## config.mk

```make
export PLATFORM = sky130hd
export DESIGN_NAME = clk_div_bank
export DESIGN_NICKNAME = d
export VERILOG_FILES = /design/src/rtl/clk_div_bank.sv
export SDC_FILE = /design/constraint.sdc
export NUM_CORES = 1
export LEC_CHECK = 0
export CORE_MARGIN = 2
export CORE_UTILIZATION = 50
export CTS_BUF_LIST = sky130_fd_sc_hd__clkbuf_16
export DETAILED_ROUTE_END_ITERATION = 8
export GPL_TIMING_DRIVEN = 0
export PLACE_DENSITY = 0.8
export SLEW_MARGIN = 10
export SYNTH_ARGS = -nofsm -noshare
export SYNTH_HDL_FRONTEND = slang
export SYNTH_SLANG_ARGS = --single-unit
```

## constraint.sdc

```tcl
create_clock -name fastclk -period 4.04 [get_ports fastclk]
set_input_delay 1.212 -clock fastclk [delete_from_list [all_inputs] [get_ports fastclk]]
set_output_delay 1.212 -clock fastclk [all_outputs]
set_load 0.005 [all_outputs]
```

## src/rtl/clk_div_bank.sv

```systemverilog
// Bank of independent programmable clock dividers producing data-domain divided waveforms.
// Each channel has a STOP/RUN/DRAIN controller, glitch-free half-period reload and a rising-edge counter.
module clk_div_bank #(
    parameter int NCH  = 2,
    parameter int DIVW = 8,
    parameter int CNTW = 32
) (
    input  logic                 fastclk,
    input  logic                 reset_l,
    input  logic [NCH-1:0]       enable,
    input  logic [NCH*DIVW-1:0]  div,
    input  logic                 resync,
    input  logic [NCH-1:0]       cnt_clr,
    output logic [NCH-1:0]       clk_out,
    output logic [NCH-1:0]       tick,
    output logic [NCH*CNTW-1:0]  count,
    output logic [NCH-1:0]       wrap
);

    typedef enum logic [1:0] {
        ST_STOP  = 2'd0,
        ST_RUN   = 2'd1,
        ST_DRAIN = 2'd2
    } ch_state_e;

    for (genvar gi = 0; gi < NCH; gi++) begin : g_ch
        ch_state_e       state_q;
        logic [DIVW-1:0] ph_q;
        logic [DIVW-1:0] hs_q;
        logic            clk_q;
        logic            tick_q;
        logic [CNTW-1:0] cnt_q;
        logic [CNTW-1:0] cnt_d;
        logic            wrap_q;
        logic            wrap_d;
        logic [DIVW-1:0] div_ch;
        logic            at_toggle;

        assign div_ch    = div[gi*DIVW +: DIVW];
        assign at_toggle = (ph_q == hs_q);

        // NOTE: sequential state uses non-blocking assignments so every register
        // samples pre-edge values, independent of statement order.
        always_ff @(posedge fastclk or negedge reset_l) begin
            if (!reset_l) begin
                state_q <= ST_STOP;
                ph_q    <= '0;
                hs_q    <= '0;
                clk_q   <= 1'b0;
                tick_q  <= 1'b0;
            end else if (resync) begin
                ph_q   <= '0;
                hs_q   <= div_ch;
                clk_q  <= 1'b0;
                tick_q <= 1'b0;
                if (state_q == ST_DRAIN) begin
                    state_q <= ST_STOP;
                end
            end else begin
                tick_q <= 1'b0;
                case (state_q)
                    ST_STOP: begin
                        ph_q  <= '0;
                        clk_q <= 1'b0;
                        if (enable[gi]) begin
                            state_q <= ST_RUN;
                            hs_q    <= div_ch;
                        end
                    end
                    ST_RUN, ST_DRAIN: begin
                        // Dropping enable during the low phase stops at once; during
                        // the high phase the pulse is allowed to finish (DRAIN).
                        if (!enable[gi] && !clk_q) begin
                            state_q <= ST_STOP;
                            ph_q    <= '0;
                        end else if (at_toggle) begin
                            clk_q   <= ~clk_q;
                            tick_q  <= ~clk_q;
                            ph_q    <= '0;
                            hs_q    <= div_ch;
                            state_q <= enable[gi] ? ST_RUN : ST_STOP;
                        end else begin
                            ph_q    <= ph_q + DIVW'(1);
                            state_q <= enable[gi] ? ST_RUN : ST_DRAIN;
                        end
                    end
                    default: begin
                        state_q <= ST_STOP;
                        ph_q    <= '0;
                        clk_q   <= 1'b0;
                    end
                endcase
            end
        end

        // NOTE: every variable written in always_comb gets a default first,
        // so no path can leave it unassigned and infer a latch.
        always_comb begin
            cnt_d  = cnt_q;
            wrap_d = wrap_q;
            if (cnt_clr[gi]) begin
                cnt_d  = '0;
                wrap_d = 1'b0;
            end else if (tick_q) begin
                cnt_d = cnt_q + CNTW'(1);
                if (&cnt_q) begin
                    wrap_d = 1'b1;
                end
            end
        end

        always_ff @(posedge fastclk or negedge reset_l) begin
            if (!reset_l) begin
                cnt_q  <= '0;
                wrap_q <= 1'b0;
            end else begin
                cnt_q  <= cnt_d;
                wrap_q <= wrap_d;
            end
        end

        assign clk_out[gi]               = clk_q;
        assign tick[gi]                  = tick_q;
        assign count[gi*CNTW +: CNTW]    = cnt_q;
        assign wrap[gi]                  = wrap_q;
    end

endmodule

```

* After elaboration in Yosys (flattened, before gate mapping)
Index checks and enable logic that the tools add are counted.
** Operators by class
- $add $sub $neg :: 4
- Equality and inequality tests :: 14
- Mux-type cells :: 60
- Bitwise logic cells :: 2
- Reductions and logical operators :: 26
** Operators by type and width (number)
- $mux 32 :: 4
- $mux 8 :: 16
- $add 32x1->32 const B :: 2
- $reduce_and 32->1 :: 2
- $pmux 8 s2 :: 2
- $mux 1 :: 24
- $mux 2 :: 12
- $ne 3x3->1 const B :: 6
- $add 8x1->8 const B :: 2
- $eq 8x8->1 :: 2
- $reduce_and 2->1 :: 6
- $pmux 2 s2 :: 2
- $reduce_and 4->1 :: 2
- $reduce_bool 2->1 :: 4
- $reduce_bool 3->1 :: 2
- $eq 2x1->1 const B :: 2
- $eq 2x2->1 const B :: 2
- $logic_not 1->1 :: 4
- $logic_not 2->1 :: 2
- $ne 2x1->1 const B :: 2
- $reduce_or 2->1 :: 2
- $logic_and 1x1->1 :: 2
- $not 1->1 :: 2
** Storage, ports and cells
- Register bits after elaboration :: 106
- Output and inout bits :: 70
- Word-level logic and storage cells :: 120

* Logic depth before layout (Yosys ltp)
Gate-level depths: netlist of the first run.
- Word-level depth :: 5
- Depth in mapped cells :: 7

* Worst setup path after synthesis of the first run
No wires, ideal clock.
- Kind :: input -> register
- From :: input cnt_clr[0]
- To :: register g_ch[0].cnt_q[26]
- Library setup time :: 0.078 ns
- Arrival time :: 2.625 ns
- Required time :: 3.962 ns
- Slack :: 1.337 ns
- Cell stages on the path :: 6
- Cell sequence :: buf_2 o211ai_2 or3_1 clkbuf_1 or4_1 a21oi_1
** Between the ends
- Cells in the longest elaborated chain, start to end :: 1
** RTL lines
- start, declared :: line 13 : input logic [NCH-1:0] cnt_clr,
- $mux 32 / $reduce_bool 2->1 (equally long branches)
- end signal, assigned :: line 117 : cnt_q <= cnt_d;
- end, declared :: line 32 : logic [CNTW-1:0] cnt_q;
Several ways; a longest one is shown, not always the timed one.
A chain may end at the register's enable or synchronous reset.

* Worst setup path in the final report of the first run
- From :: input cnt_clr[1]
- To :: register g_ch[1].cnt_q[21]
** Between the ends
- Cells in the longest elaborated chain, start to end :: 1
** RTL lines (line)
- $mux 32 / $reduce_bool 2->1 (equally long branches)
- end signal, assigned :: 117
- end, declared :: 32
Several ways; a longest one is shown, not always the timed one.

==> flow_results.org, run 1 <==
** Logic synthesis
- For this run, the leading register cell type out of synthesis is sky130_fd_sc_hd__dfrtp_1.
- Synth Register Bits :: 106
- Sequential cells were found to cover 45.2% of the synthesized design area.
- Summed over all instances, the cell type with the most area after synthesis is sky130_fd_sc_hd__dfrtp_1.
- Counting flops with a built-in enable in the synthesized netlist gives 0.
- The synthesized netlist occupies a cell area of 5870 µm².
- Avg Cell Area, Syn :: 9.62 µm²
- Async S/R FF share, synth :: 100%
- Counting distinct cell types in the post-synthesis netlist gives 50.
- For this run, the number of Yosys warnings is 0.
- Ranked by total cell area, the synthesized netlist is headed by sky130_fd_sc_hd__dfrtp_1 (45%), sky130_fd_sc_hd__xor2_1 (4.0%), sky130_fd_sc_hd__nand4_1 (3.4%), sky130_fd_sc_hd__a21oi_1 (3.3%), sky130_fd_sc_hd__xnor2_1 (3.3%).
- The share of synthesized area in the top cell type comes to 45.2%.
- Synthesized netlist net count :: 643
- Cells after synthesis :: 610

** STA
- The max-slew violation total from the final report is 0.
- The final hold violation count came to 0.
- Fmax :: 324 MHz
- Setup violations remaining at the end of the flow were counted as 0.
- On the final layout, the worst clock skew is 0.00782 ns.
- At the pin with the least slew margin, the transition time is 0.750 ns.
- Shortest clock period the worst path allows after layout :: 3.08 ns
- Normalized max-slew margin :: 50.0%
- Tcrit/Tclk final :: 76.3%
- Across all setup checks in the final design, the least slack found is 0.958 ns.
- RSZ-0062 raised after global routing :: no

** Clocking
- Counting the buffers created by CTS gives 9.
- Clock-pin slew was measured on the worst setup and hold paths at 0.07 ns.
- Clk sink count :: 106
- H-tree levels :: 3
- The number of setup buffers added after CTS is 0.
- Maximum clock path buffer count :: 2
- After clock tree synthesis, the repair step resized 0 gates.
- Skew-Pair Late Insertion Delay :: 0.35 ns
- TritonCTS built the clock tree.
- CTS root buf :: sky130_fd_sc_hd__clkbuf_16
- Hold repair after CTS inserted 0 buffers.

** Cells and area
- From synthesis to final layout, the design area changed by 24.3%.
- Layout Cells excl Fill :: 861
- Fraction of final layout cells with drive strength greater than 1 :: 7.10%
- Multi-input combinational cell area :: 2990 µm²
- Final nets :: 746
- Area used by sequential logic in the layout :: 2650 µm²
- Number of fillers in the final layout :: 952
- Diodes inserted :: 0

** Min path
- Worst min-delay path category :: flop to flop
- The worst hold path passes through 2 cells.

** Global routing
- Global routing used 22.6% of the available tracks across all layers.
- Pin count of the biggest net entering global routing :: 84
- The number of global-route vias before repair is 4918.
- The number of antenna violations at the first check in global routing was 0.
- First-pass GRT wire length :: 23500 µm
- Summed over all layers, the global routing overflow is 0.

** Route
- Drt initial violations :: 406
- After detailed routing, the average wire length per cell comes to 16.2 µm.
- Residual DRC :: 0
- Antenna viol nets, final :: 0
- Across all layers, the routed design uses 5267 vias.
- DR pass1 iterations :: 5
- Detailed Route WL :: 14000 µm
- Dividing the detail-routed via count by the number of cells gives 6.12.

** Floorplanning
- During I/O placement, the number of pins put on the boundary was 93.
- Core Rows :: 39
- For this configuration, the core starts out at a cell density of 51.4%.
- Floorplan core area :: 11400 µm²
- Die footprint :: 12600 µm²
- In this run the vertical extent of the chip is 112 µm.
- Horizontal extent of the die :: 112 µm

** Worst setup path
- The critical path is of the input pin to flop type.
- Worst setup endpoint :: g_ch[1].cnt_q[21]
- In this run the critical register-to-register path is launched from g_ch[1].state_q[1].
- Data arrives at the worst endpoint at 3.36 ns.
- Maximum fanout along the worst path :: 10
- FF-to-FF End :: g_ch[1].state_q[1]
- Source of the critical timing path :: cnt_clr[1]
- Cell count of the worst reg-to-reg path :: 6
- Data on the critical path is required at its endpoint by 4.32 ns.
- STA classifies the critical path endpoint as a flop.
- The worst setup path is launched from an input pin.
- Internal reg-to-reg setup slack :: 1.72 ns

** Place
- Number of placed instances with taps included :: 845
- Worst setup slack before clock tree synthesis :: 0.596 ns
- Buffers placed on the I/O ports in this run total 91.
- Weighted congestion reported at the end of routability-driven placement :: 0.906
- Half-perimeter wire length after placement :: 9990 µm

** Run
- Max-cap viol count :: 0

** Pwr
- IR analysis of the VDD net gives a maximum drop of 0.218 mV.
- Power per standard cell area :: 320 nW/µm²
- Summed over all cells, the static leakage comes to 2.78 nW.

** Run status
- The run finished with clean final reports.
-- worst max-delay path, stage by stage --
cell	delay (ns)
sky130_fd_sc_hd__clkdlybuf4s50_1	0.60
sky130_fd_sc_hd__o211ai_1	0.25
sky130_fd_sc_hd__or3_1	0.40
sky130_fd_sc_hd__buf_2	0.21
sky130_fd_sc_hd__or4_1	0.51
sky130_fd_sc_hd__a21oi_1	0.17
-- placed cells by master (no fill, tap or decap), types with 5 or more instances in the layout --
cell / n
sky130_fd_sc_hd__xor2_1: 27
sky130_fd_sc_hd__nand3_1: 30
sky130_fd_sc_hd__a21oi_1: 39
sky130_fd_sc_hd__dfrtp_1: 106
sky130_fd_sc_hd__buf_4: 6
sky130_fd_sc_hd__and4_1: 14
sky130_fd_sc_hd__ha_1: 10
sky130_fd_sc_hd__and2_1: 5
sky130_fd_sc_hd__or3_1: 18
sky130_fd_sc_hd__nor4_1: 16
sky130_fd_sc_hd__o31ai_1: 17
sky130_fd_sc_hd__buf_2: 5
sky130_fd_sc_hd__clkbuf_1: 20
sky130_fd_sc_hd__o2111ai_1: 8
sky130_fd_sc_hd__o211ai_1: 19
sky130_fd_sc_hd__nor3_1: 9
sky130_fd_sc_hd__o21ai_0: 20
sky130_fd_sc_hd__clkbuf_16: 9
sky130_fd_sc_hd__or4_1: 19
sky130_fd_sc_hd__inv_1: 19
sky130_fd_sc_hd__clkdlybuf4s50_1: 90
sky130_fd_sc_hd__nand4_1: 32
sky130_fd_sc_hd__mux2_2: 12
sky130_fd_sc_hd__nor2b_1: 8
sky130_fd_sc_hd__nor2_1: 43
sky130_fd_sc_hd__xnor2_1: 22
sky130_fd_sc_hd__nand2_1: 37
sky130_fd_sc_hd__and3_1: 12
-- Yosys cell counts, types with 3 or more instances --
cell type / n
sky130_fd_sc_hd__xnor2_1: 22
sky130_fd_sc_hd__nand4b_1: 3
sky130_fd_sc_hd__and4_1: 14
sky130_fd_sc_hd__o31ai_1: 17
sky130_fd_sc_hd__o2111ai_1: 8
sky130_fd_sc_hd__or3_1: 18
sky130_fd_sc_hd__nor3_1: 9
sky130_fd_sc_hd__nand3_1: 30
sky130_fd_sc_hd__nand4_1: 32
sky130_fd_sc_hd__buf_1: 3
sky130_fd_sc_hd__and3_1: 12
sky130_fd_sc_hd__o41ai_1: 4
sky130_fd_sc_hd__nor2_1: 43
sky130_fd_sc_hd__clkbuf_1: 20
sky130_fd_sc_hd__o211ai_1: 19
sky130_fd_sc_hd__o21ai_0: 20
sky130_fd_sc_hd__and2_1: 5
sky130_fd_sc_hd__buf_2: 5
sky130_fd_sc_hd__xor2_1: 27
sky130_fd_sc_hd__or4_1: 19
sky130_fd_sc_hd__buf_4: 6
sky130_fd_sc_hd__a21oi_1: 39
sky130_fd_sc_hd__inv_1: 19
sky130_fd_sc_hd__nor4_1: 16
sky130_fd_sc_hd__mux2_2: 12
sky130_fd_sc_hd__ha_1: 10
sky130_fd_sc_hd__nand2_1: 37
sky130_fd_sc_hd__dfrtp_1: 106
sky130_fd_sc_hd__nor2b_1: 8
-- stage by stage --
| step | utilization (%) | hold slack [ns] | cell area [µm²] | TNS (ns) | power, mW |
|---|---|---|---|---|---|
| floorplan | - | 0.477 | 5870 | 0 | 1.32 |
| global placement | 61.0 | 0.494 | 6960 | -242.19 | 1.41 |
| detailed placement | 61.2 | 0.508 | 6990 | 0 | 1.43 |
| CTS | 63.9 | 0.519 | 7300 | 0 | 2.36 |
| global route | 63.9 | 0.552 | 7300 | 0 | 2.43 |
| finish | 63.9 | 0.515 | 7300 | 0 | 2.34 |
-- layout make-up --
type                            instances  area share [%]
Inverter                               19           0.977
Timing Repair Buffer                   92            12.9
Clock inverter                          7            1.15
Buffer                                 34            2.14
Clock buffer                            9            3.09
Sequential cell                       106            36.3
Multi-Input combinational cell        451            41.0
Tap cell                              143            2.45
-- kinds of logic after synthesis --
logic type,Yosys count,share of synthesized area (%)
simple gates,257,24.9
compound gates,119,13.6
flops,106,45.2
buf+inv,53,3.88
xor+xnor,49,7.31
mux,16,3.03
fa+ha+maj,10,2.13
-- routing by layer --
layer | GRT usage, % | share of wire (%) | vias to the layer above
li1 | - | - | 2489
met3 | 5.13 | 5.8 | 20
met4 | 6.18 | 1.2 | 0
met2 | 37.6 | 49 | 178
met1 | 30.1 | 44 | 2580
met5 | 0 | 0 | -
-- how the worst min path moves through the flow --
stage,to,slack [ns],start
after floorplan,g_ch[1].state_q[0],0.48,g_ch[1].state_q[0]
after global placement,g_ch[1].state_q[0],0.49,g_ch[1].state_q[0]
after detailed placement,g_ch[0].wrap_q,0.51,g_ch[0].wrap_q
after CTS,g_ch[0].wrap_q,0.52,g_ch[0].wrap_q
after global routing,g_ch[0].hs_q[3],0.55,g_ch[0].hs_q[3]
final,g_ch[0].wrap_q,0.52,g_ch[0].wrap_q
-- flip-flops by register name, summed over array words and instances, names as in the netlist --
signal,cells
g_ch.state_q,4
g_ch.cnt_q,64
g_ch.wrap_q,2
g_ch.tick_q,2
g_ch.hs_q,16
g_ch.clk_q,2
g_ch.ph_q,16
-- where the power goes --
group          leakage [nW]  switching, mW  internal, mW
logic                  1.19          0.165         0.103
clock network         0.148          0.396         0.536
registers              1.44         0.0392          1.10
Note: power is estimated with default switching activity, not from simulation.
==> run 2, diff against run 1 <==
==> constraint.sdc (replaced) <==
create_clock -name fastclk -period 3.1 [get_ports fastclk]
set_input_delay 0.93 -clock fastclk [delete_from_list [all_inputs] [get_ports fastclk]]
set_output_delay 0.93 -clock fastclk [all_outputs]
set_load 0.005 [all_outputs]
==> results of run 2 <==
The final DEF is identical to that of run 1. Status: finished clean.
Main changes from that run: setup slack after placement 0.596 ns -> -0.0624 ns; setup slack after layout 0.958 ns -> 0.300 ns; hold slack 0.515 ns -> 0.429 ns; register-to-register setup slack 1.72 ns -> 0.78 ns; total power 2.34 mW -> 3.05 mW; worst IR drop on VDD 0.218 mV -> 0.285 mV
==> run 3, diff against run 2 <==
--- a/config.mk
+++ b/config.mk
@@ -5,6 +5,8 @@
 export SDC_FILE = /design/constraint.sdc
 export NUM_CORES = 1
 export LEC_CHECK = 0
+export ABC_AREA = 1
+export CAP_MARGIN = 10
 export CORE_MARGIN = 2
 export CORE_UTILIZATION = 50
 export CTS_BUF_LIST = sky130_fd_sc_hd__clkbuf_16
==> flow_results.org, run 3 <==
** Clocking
- Resized cells post-CTS :: 0
- H-tree levels :: 3
- CTS Hold Buffers Added :: 0
- In this run the post-CTS setup repair buffer count came out at 0.
- Counting the buffers created by CTS gives 9.
- Clock-pin slew of the registers on the worst-case setup and hold paths :: 0.07 ns
- At the later pin of the worst-skew pair, clock insertion delay measures 0.35 ns.
- Clk sink count :: 106
- CTS root buf :: sky130_fd_sc_hd__clkbuf_16
- The longest clock path from root to sink contains 2 buffers.
- TritonCTS built the clock tree.

** Global routing
- The number of global-route vias before repair was 5117.
- The first global-routing pass estimated 23800 µm of wire.
- Global route total overflow :: 0
- Global routing used 22.3% of the available tracks across all layers.
- The number of antenna violations at the first check in global routing came to 0.
- Pin count of the biggest net entering global routing :: 83

** Route
- The routed design has 13900 µm of wire.
- Vias post-DR :: 5681
- In the routed design, unresolved DRC markers number 0.
- Average routed wire per standard cell :: 12.4 µm
- The count of nets left with antenna violations once routing finished came out at 0.
- Drt initial violations :: 340
- The first detailed-routing pass ran for 5 iterations.
- Using the TritonRoute via totals, the vias-per-cell ratio works out to 5.06.

** Logic synthesis
- By area, the combinational part of the netlist is dominated by simple AND/OR/NAND/NOR gates.
- The commonest cells after synthesis are sky130_fd_sc_hd__nand2_1 (216), sky130_fd_sc_hd__nor2_1 (131), sky130_fd_sc_hd__inv_1 (109), sky130_fd_sc_hd__dfrtp_1 (106), sky130_fd_sc_hd__nand3_1 (61).
- Yosys attributes the largest share of cell area to sky130_fd_sc_hd__dfrtp_1 (43%), sky130_fd_sc_hd__nand2_1 (13%), sky130_fd_sc_hd__nor2_1 (7.9%), sky130_fd_sc_hd__inv_1 (6.6%), sky130_fd_sc_hd__nand3_1 (4.9%).
- Summing the areas of all fa, ha and maj instances in the mapped netlist gives 2.01% of the synthesized area.
- The synthesized design devotes to its leading area cell type 42.6% of total area.
- After Yosys synthesis, and, or, nand and nor cells account for 37.2% of the synthesized area.
- Synthesis produced a netlist whose cell count is 845.
- Post-synthesis xor/xnor area fraction :: 2.81%
- Part of the Yosys area used for sequential elements :: 42.6%
- Netlist Area Pre-Place :: 6230 µm²
- Library cell occupying the most area in the post-synthesis netlist :: sky130_fd_sc_hd__dfrtp_1
- Number of enable flip-flop cells after synthesis :: 0
- Yosys warning count :: 0
- In this run the mean area of a mapped cell was 7.37 µm².
- Leading register cell type out of synthesis :: sky130_fd_sc_hd__dfrtp_1
- Multiplexer cells account for 0% of the synthesized area.
- After synthesis, the share of flip-flops with an asynchronous set or reset is 100%.
- The number of different library cells used by synthesis comes to 41.
- Synth Register Bits :: 106
- Summing the areas of all compound-gate instances in the mapped netlist gives 6.93% of the synthesized area.
- In the post-synthesis netlist, the cell with the most instances is sky130_fd_sc_hd__nand2_1.
- Synthesized netlist net count :: 878

** Pwr
- The design draws 2.96 mW.
- The analysis attributes to net switching a power of 0.802 mW.
- Lkg Pwr :: 3.47 nW
- Combinational logic is responsible for 13.9% of the overall power.
- VDD sags by at most 0.327 mV.
- Cell internal power was estimated by the tool at 2.16 mW.
- Sequential share of power :: 51.6%
- Fraction of power spent switching nets :: 27.1%
- Clock network fraction of design power :: 34.5%
- Power per standard cell area :: 387 nW/µm²

** Floorplanning
- Starting density of the core :: 51.6%
- The die covers 13400 µm².
- From bottom edge to top edge, the die measures 116 µm.
- Horizontal extent of the die :: 116 µm
- After floorplanning, the core was divided into 40 placement rows.
- The region available for standard cell placement spans 12100 µm².
- Pin placement for this block handled 93 I/O pins.

** Place
- Weighted congestion reported at the end of routability-driven placement :: 0.855
- Instance area at placement :: 7390 µm²
- Buffers placed on the I/O ports in this run total 92.
- Detailed placement ended at an HPWL of 10300 µm.

** STA
- Transition at the pin with the smallest max-transition slack :: 0.554 ns
- For the finished layout, the period the worst path requires is 2.49 ns.
- Setup repair after global routing left no endpoint under its margin.
- The max-slew violation total from the final report came to 0.
- Hold_ws :: 0.425 ns
- Normalized max-slew margin :: 63.1%
- Final setup violation count :: 0
- On the final layout, the worst clock skew is 0.00700 ns.
- Fmax :: 401 MHz
- Total count of hold-check failures in the final report :: 0
- After layout, the worst path uses 80.4% of the clock period.

** Cells and area
- More flip-flops sit in one register than any other, and that register is g_ch.cnt_q.
- Diodes inserted :: 0
- The largest registers in the layout are g_ch.cnt_q (64), g_ch.hs_q (16), g_ch.ph_q (16).
- The library cell used most frequently in the layout, excluding fill and tap cells, is sky130_fd_sc_hd__nand2_1.
- Fraction of final layout cells with drive strength greater than 1 :: 8.49%
- Flip-flop count of the largest register, all copies and words added :: 64
- Final nets :: 982
- Number of fillers in the final layout :: 1087
- Relative to the synthesized area, the layout overhead comes to 22.7%.
- Leading cell types in the layout, fill and taps excluded :: sky130_fd_sc_hd__nand2_1 (216), sky130_fd_sc_hd__nor2_1 (131), sky130_fd_sc_hd__inv_1 (111)
- After routing the design area is 7640 µm².

** Min path
- The min-delay analysis places its worst path in the category input pin to asynchronous set/reset pin.

** Run
- Max-cap violations in this run came to 0.

** Worst setup path
- Crit path arrival time :: 1.56 ns
- Crit end category :: primary output
- STA classifies the critical path startpoint as a flop.
- The worst setup path is of the flop to primary output kind.
- STA puts the critical path data required time at 2.17 ns.
- Along the worst path, the maximum fanout reaches 6.

** Run status
- The flow ran to the end, and the final reports show no timing, DRC or antenna violations.
-- run 3: metrics by stage --
stage | setup TNS [ns] | utilization, % | std cells | worst slack (ns)
final | 0 | 63.4 | 1122 | 0.607
after global routing | 0 | 63.4 | 1122 | 0.546
after CTS | 0 | 63.4 | 1122 | 0.590
after detailed placement | 0 | 61.2 | 1106 | 0.510
after global placement | -321.86 | 61.0 | 1105 | -3.05
after floorplan | 0 | - | 845 | 1.26
-- run 3: logic make-up (layout without fill, tap and decap cells) --
family                   count (synthesis)  count (layout)
AO/OA/AOI/OAI                           79              79
buffers and inverters                  129             238
AND/OR/NAND/NOR                        501             501
adder cells (fa/ha/maj)                 10              10
XOR/XNOR                                20              20
flip-flops                             106             106
-- run 3: final timing paths --
| check | slack [ns] | endpoint | cells past startpoint | startpoint |
|---|---|---|---|---|
| min in group fastclk | 0.49 | g_ch[0].hs_q[5] | 2 | g_ch[0].hs_q[5] |
| max reg2reg | 1.28 | g_ch[1].hs_q[2] | 10 | g_ch[1].state_q[1] |
| min reg2reg | 0.49 | g_ch[0].hs_q[5] | 2 | g_ch[0].hs_q[5] |
| max | 0.61 | tick[0] | 2 | g_ch[0].tick_q |
| max in group asynchronous | 2.00 | g_ch[0].cnt_q[27] | 2 | reset_l |
| min | 0.43 | g_ch[1].hs_q[4] | 1 | reset_l |
-- run 3: worst max-delay path, stage by stage, from the launching register on --
cell,delay [ns]
sky130_fd_sc_hd__dfrtp_1,0.55
sky130_fd_sc_hd__buf_4,0.17
sky130_fd_sc_hd__clkdlybuf4s50_1,0.49
-- run 3: cell type report --
class	instances	area, µm²	share of cell area (%)
Clock buffer	9	225	2.95
Sequential cell	106	2650	34.7
Multi-Input combinational cell	610	3050	39.9
Timing Repair Buffer	93	950	12.4
Inverter	113	425	5.57
Tap cell	168	210	2.75
Buffer	16	103	1.34
Clock inverter	7	28.8	0.377
-- run 3: power groups by stage --
stage / Clock (mW) / Combinational, mW / Sequential, mW
6_report: 1.02 / 0.411 / 1.53
4_1_cts: 1.05 / 0.418 / 1.53
5_1_grt: 1.10 / 0.483 / 1.54
3_5_place_dp: 0 / 0.418 / 1.55
3_3_place_gp: 0 / 0.401 / 1.55
2_1_floorplan: 0 / 0.295 / 1.54
-- run 3: layer usage --
layer	share of wire, %	up-vias	track usage [%]
met4	2.1	0	9.16
met1	46	2608	30.6
met5	0	-	0
met3	6.7	21	3.82
met2	45	173	35.1
li1	-	2879	-
